`src/rtl/fifo_uart_tx.sv`:
```
// fifo_uart_tx: drains a synchronous FIFO one word at a time and sends each
// word as a UART frame: start bit, DATA_WIDTH data bits LSB first, optional
// even-parity bit, STOP_BITS stop bits. tx, busy and frame_done are registered
// from next-state values so they line up exactly with the state they describe.
module fifo_uart_tx #(
  parameter int DATA_WIDTH   = 8,
  parameter int CLKS_PER_BIT = 16,
  parameter int PARITY_EN    = 0,
  parameter int STOP_BITS    = 1
) (
  input  logic                  clk,
  input  logic                  rst,
  input  logic                  tx_en,
  input  logic                  fifo_empty,
  input  logic [DATA_WIDTH-1:0] fifo_data,
  output logic                  fifo_r_en,
  output logic                  tx,
  output logic                  busy,
  output logic                  frame_done
);

  localparam int BAUD_W = (CLKS_PER_BIT > 1) ? $clog2(CLKS_PER_BIT) : 1;
  localparam int BIT_W  = $clog2(DATA_WIDTH + 1);

  localparam logic [BAUD_W-1:0] BAUD_LAST = BAUD_W'(CLKS_PER_BIT - 1);
  localparam logic [BAUD_W-1:0] BAUD_ONE  = BAUD_W'(1);
  localparam logic [BIT_W-1:0]  DATA_LAST = BIT_W'(DATA_WIDTH - 1);
  localparam logic [BIT_W-1:0]  STOP_LAST = BIT_W'(STOP_BITS - 1);
  localparam logic [BIT_W-1:0]  BIT_ONE   = BIT_W'(1);

  typedef enum logic [2:0] {
    IDLE   = 3'd0,
    READ   = 3'd1,
    LATCH  = 3'd2,
    START  = 3'd3,
    DATA   = 3'd4,
    PARITY = 3'd5,
    STOP   = 3'd6
  } state_t;

  state_t                  state_r, state_s;
  logic [BAUD_W-1:0]       baud_r, baud_s;
  logic [BIT_W-1:0]        bit_r, bit_s;
  logic [DATA_WIDTH-1:0]   shift_r, shift_s;
  logic                    parity_r, parity_s;
  logic                    tx_r, tx_s;
  logic                    busy_r, busy_s;
  logic                    frame_done_r, frame_done_s;

  // Even parity: the bit that makes the total count of ones even.
  function automatic logic even_parity(input logic [DATA_WIDTH-1:0] word);
    even_parity = ^word;
  endfunction

  // Next-state, counter and shift-register logic for the frame sequencer.
  always_comb begin
    state_s  = state_r;
    baud_s   = baud_r;
    bit_s    = bit_r;
    shift_s  = shift_r;
    parity_s = parity_r;
    case (state_r)
      IDLE: begin
        baud_s = '0;
        bit_s  = '0;
        if (tx_en && !fifo_empty) begin
          state_s = READ;
        end else begin
          state_s = IDLE;
        end
      end
      READ: begin
        baud_s  = '0;
        state_s = LATCH;
      end
      LATCH: begin
        baud_s   = '0;
        bit_s    = '0;
        shift_s  = fifo_data;
        parity_s = even_parity(fifo_data);
        state_s  = START;
      end
      START: begin
        if (baud_r == BAUD_LAST) begin
          baud_s  = '0;
          state_s = DATA;
        end else begin
          baud_s = baud_r + BAUD_ONE;
        end
      end
      DATA: begin
        if (baud_r == BAUD_LAST) begin
          baud_s  = '0;
          shift_s = shift_r >> 1;
          if (bit_r == DATA_LAST) begin
            bit_s   = '0;
            state_s = (PARITY_EN != 0) ? PARITY : STOP;
          end else begin
            bit_s = bit_r + BIT_ONE;
          end
        end else begin
          baud_s = baud_r + BAUD_ONE;
        end
      end
      PARITY: begin
        if (baud_r == BAUD_LAST) begin
          baud_s  = '0;
          state_s = STOP;
        end else begin
          baud_s = baud_r + BAUD_ONE;
        end
      end
      STOP: begin
        if (baud_r == BAUD_LAST) begin
          baud_s = '0;
          if (bit_r == STOP_LAST) begin
            bit_s   = '0;
            state_s = IDLE;
          end else begin
            bit_s = bit_r + BIT_ONE;
          end
        end else begin
          baud_s = baud_r + BAUD_ONE;
        end
      end
      default: begin
        state_s = IDLE;
        baud_s  = '0;
        bit_s   = '0;
      end
    endcase
  end

  // Output values for the coming cycle, derived from the next state.
  always_comb begin
    tx_s = 1'b1;
    case (state_s)
      START:   tx_s = 1'b0;
      DATA:    tx_s = shift_s[0];
      PARITY:  tx_s = parity_s;
      default: tx_s = 1'b1;
    endcase
    busy_s       = (state_s != IDLE);
    frame_done_s = (state_s == STOP) && (baud_s == BAUD_LAST) && (bit_s == STOP_LAST);
  end

  // State, counters, shift register and registered outputs.
  always_ff @(posedge clk) begin
    if (rst) begin
      state_r      <= IDLE;
      baud_r       <= '0;
      bit_r        <= '0;
      shift_r      <= '0;
      parity_r     <= 1'b0;
      tx_r         <= 1'b1;
      busy_r       <= 1'b0;
      frame_done_r <= 1'b0;
    end else begin
      state_r      <= state_s;
      baud_r       <= baud_s;
      bit_r        <= bit_s;
      shift_r      <= shift_s;
      parity_r     <= parity_s;
      tx_r         <= tx_s;
      busy_r       <= busy_s;
      frame_done_r <= frame_done_s;
    end
  end

  // Read strobe is a Moore decode of READ so it lasts exactly one cycle.
  assign fifo_r_en  = (state_r == READ);
  assign tx         = tx_r;
  assign busy       = busy_r;
  assign frame_done = frame_done_r;

endmodule

```
`config.mk`:
```
export PLATFORM = sky130hd
export DESIGN_NAME = fifo_uart_tx
export DESIGN_NICKNAME = d
export VERILOG_FILES = /design/src/rtl/fifo_uart_tx.sv
export SDC_FILE = /design/constraint.sdc
export NUM_CORES = 1
export LEC_CHECK = 0
export CAP_MARGIN = 15
export CORE_MARGIN = 1.5
export CORE_UTILIZATION = 35
export DETAILED_ROUTE_END_ITERATION = 10
export PLACE_DENSITY = 0.56
export SLEW_MARGIN = 20
export SYNTH_ARGS = -nofsm -noshare
export SYNTH_HDL_FRONTEND = slang
export SYNTH_SLANG_ARGS = --single-unit
```
`constraint.sdc`:
```
create_clock -name clk -period 2.7 [get_ports clk]
set_input_delay 0.54 -clock clk [delete_from_list [all_inputs] [get_ports clk]]
set_output_delay 0.54 -clock clk [all_outputs]
set_load 0.02 [all_outputs]
```
==> results.md <==
- Power per cell area: 472.1 nW/um^2
- Largest family of logic cells by synthesized area: simple AND/OR/NAND/NOR gates
- Post-synthesis sequential area ratio: 36.80%
- Final Hold Fails: 0
- Worst Reg-to-Reg Cells: 6
- Post-DP HPWL: 1940 um
- Clock insertion delay at the later pin of the skew report: just over 300 ps
- Simple-Gate Fraction of Synth Area: 24.90%
- Final #Nets: between 150 and 200
- Category of the most critical setup path: reg2out
- Cts bufs inserted: 3
- Row count: 21
- Post-synthesis adder-cell area fraction: under 10%
- Number of global-route vias before repair: just under 1000
- WHS Path Cells: 2
- CTS tree: built
- Yosys Warn Count: 0
- # Max-Cap Violations: 0
- # Post-CTS Setup Buffers: 0
- Mux share of post-synthesis cell area: 1.200%
- Die Span Y: around 63 um
- Root Buffer: clkbuf_4
- Die width: 62.79 um
- Hold Path Class: reg2reg
- Max-slew headroom: 59.45%
- Clock skew: ~15 ps
- Full die area: roughly 3900 um^2
- XOR/XNOR Fraction of Synth Area: 6.300%
- Clock slew at reported path FFs: 130 ps
- Max Slew Vio Count: 0
- Post-Syn Area: 1251 um^2
- GP Congestion: 0.8109
- Dpl cells: 199
- Share of layout cells above drive strength 1: 7.006%
- Initial Utilization: 36.91%
- Pin count of the biggest net entering global routing: 16
- Static Leakage: just over 0.0005 uW
- Port bufs: 15
- Setup ws final: slightly below 400 ps
- Share of the synthesized area in the top cell type: approximately 37%
- First-pass GRT wire length: 4560 um
- Io pins: 16
- VDD IR max: 0.1759 mV
- Ys async rst share: 0%
- Syn_nets: 158
- DR iter-0 viols: 67
- Worst-path fanout max: 12
- Pre-CTS WS: 603.7 ps
- Post-synthesis cell type count: 43
- # hold bufs at CTS: 0
- Status: finished clean
- CORE AREA: 3390 um^2
- Post-synthesis area per instance: 8.750 um^2
- Ys flop type: dfxtp_1
- Number of clock sinks: 23
- Initial antenna violation count: 0
- Routed Antenna Nets: 0
- Layout fillers: 358
- Routed WL: 2536 um
- Area Growth Syn to Fin: 15.30%
- Via count: 1085
- Final non-filler cell total: 203
- Worst-margin pin slew: ~600 ps
- Setup-failing EPs final: 0
- Startpoint types: flip-flop
- Post-route clock period utilization: 85.29%
- CP endpoint kind: output port
- Max clock buf depth: 2
- Ant diodes: 0
- Max Freq: 0.4342 GHz
- Synth Instances: 143
- RSZ-0062 raised after global routing: no
- Grt total ovfl: 0
- H-tree lvl count: 1
- Post-CTS Resized: 0
- GRT Util Overall: 14.29%
- Synth area leader: dfxtp_1
- Setup TNS: 0 ps
- Synth top area cells: dfxtp_1, xnor2_1, a21oi_1
- Final min period: 2303 ps
- FF+latch count, synth: 23
- Critical Path AT: roughly 1800 ps
- Wire per inst: between 10 and 15 um
- Vias per cell: ~5.3
- DRC: 0
- DR pass1 iterations: 4
- Critical path data required time: 2160 ps
- Compound-Gate Fraction of Synth Area: 21.00%
- Final core occ: ~43%
- Post-synth EDFFs: 0
## sequential cells by signal (all words and copies together), names as in the netlist
| signal | cells |
|---|---|
| shift_r | 8 |
| baud_r | 4 |
| bit_r | 4 |
| state_r | 3 |
| busy | 1 |
| frame_done | 1 |
| parity_r | 1 |
| tx | 1 |
## kinds of logic after synthesis
family / count (synthesis)
AND/OR/NAND/NOR: 57
AO/OA/AOI/OAI: 37
flip-flops: 23
buffers and inverters: 13
XOR/XNOR: 9
adder cells (fa/ha/maj): 3
multiplexers: 1
## cells in the final DEF (no fill, tap or decap), types with 4 or more instances in the layout
master           synthesis  final
dfxtp_1                 23     23
clkdlybuf4s50_1          0     15
nand2_1                 13     13
nor2_1                  11     11
a21oi_1                 10     10
xnor2_1                  7      7
nor2b_1                  6      6
a22oi_1                  6      6
a211oi_1                 6      6
inv_1                    5      5
and3_1                   4      4
## per-stage QoR
| stage | hold slack, ps | power [uW] | cell area, um^2 |
|---|---|---|---|
| floorplan | 436.5 | 483.4 | 1251 |
| global placement | 451.1 | 534.1 | 1415 |
| detailed placement | 451.2 | 534.8 | 1415 |
| CTS | 469.3 | 691.4 | 1443 |
| global route | 497.6 | 730.8 | 1443 |
| finish | 465.5 | 681.1 | 1443 |
## worst max-delay path, stage by stage, from the launching register on
cell and delay, ps:
dfxtp_1 570, nor3b_1 250, clkdlybuf4s50_1 630
## per-layer routing
layer / GRT usage (%) / routed length [um] / up-vias
met3: 2.342 / 97 / 6
met5: 0 / 0 / -
li1: - / - / 550
met4: 6.667 / 48 / 0
met2: 22.45 / 1143 / 21
met1: 19.13 / 1247 / 508
## area by class of cell
| cell class | count | area, um^2 | area share (%) |
|---|---|---|---|
| clock buffers | 3 | 22.52 | 1.561 |
| well taps | 46 | 57.56 | 3.990 |
| multi-input cells | 107 | 705.7 | 48.92 |
| clock inverters | 1 | 5.005 | 0.3469 |
| repair buffers | 18 | 172.7 | 11.97 |
| flip-flops and latches | 23 | 460.4 | 31.92 |
| inverters | 5 | 18.77 | 1.301 |
## where the power goes
group | total, uW | internal [uW] | leakage, uW | switching [uW]
Clock | 154 | 55.3 | 0.0000177 | 98.7
Sequential | 379 | 359 | 0.000187 | 19.7
Combinational | 148 | 74.6 | 0.000311 | 73.5
## synth_stat cells, types with 3 or more instances
cell      instances
dfxtp_1          23
nand2_1          13
nor2_1           11
a21oi_1          10
xnor2_1           7
a211oi_1          6
a22oi_1           6
nor2b_1           6
inv_1             5
and3_1            4
buf_6             4
a31oi_1           3
ha_1              3
nand3_1           3
nor3_1            3
nor4_1            3
## worst paths after layout
check                                  end        from  slack [ps]
worst min register to register  shift_r[3]  shift_r[3]         470
worst min-delay path            shift_r[3]  shift_r[3]         470
worst max-delay path             fifo_r_en  state_r[0]         400
worst max register to register  frame_done   baud_r[0]         660
Note: power is estimated with default switching activity, not from simulation.
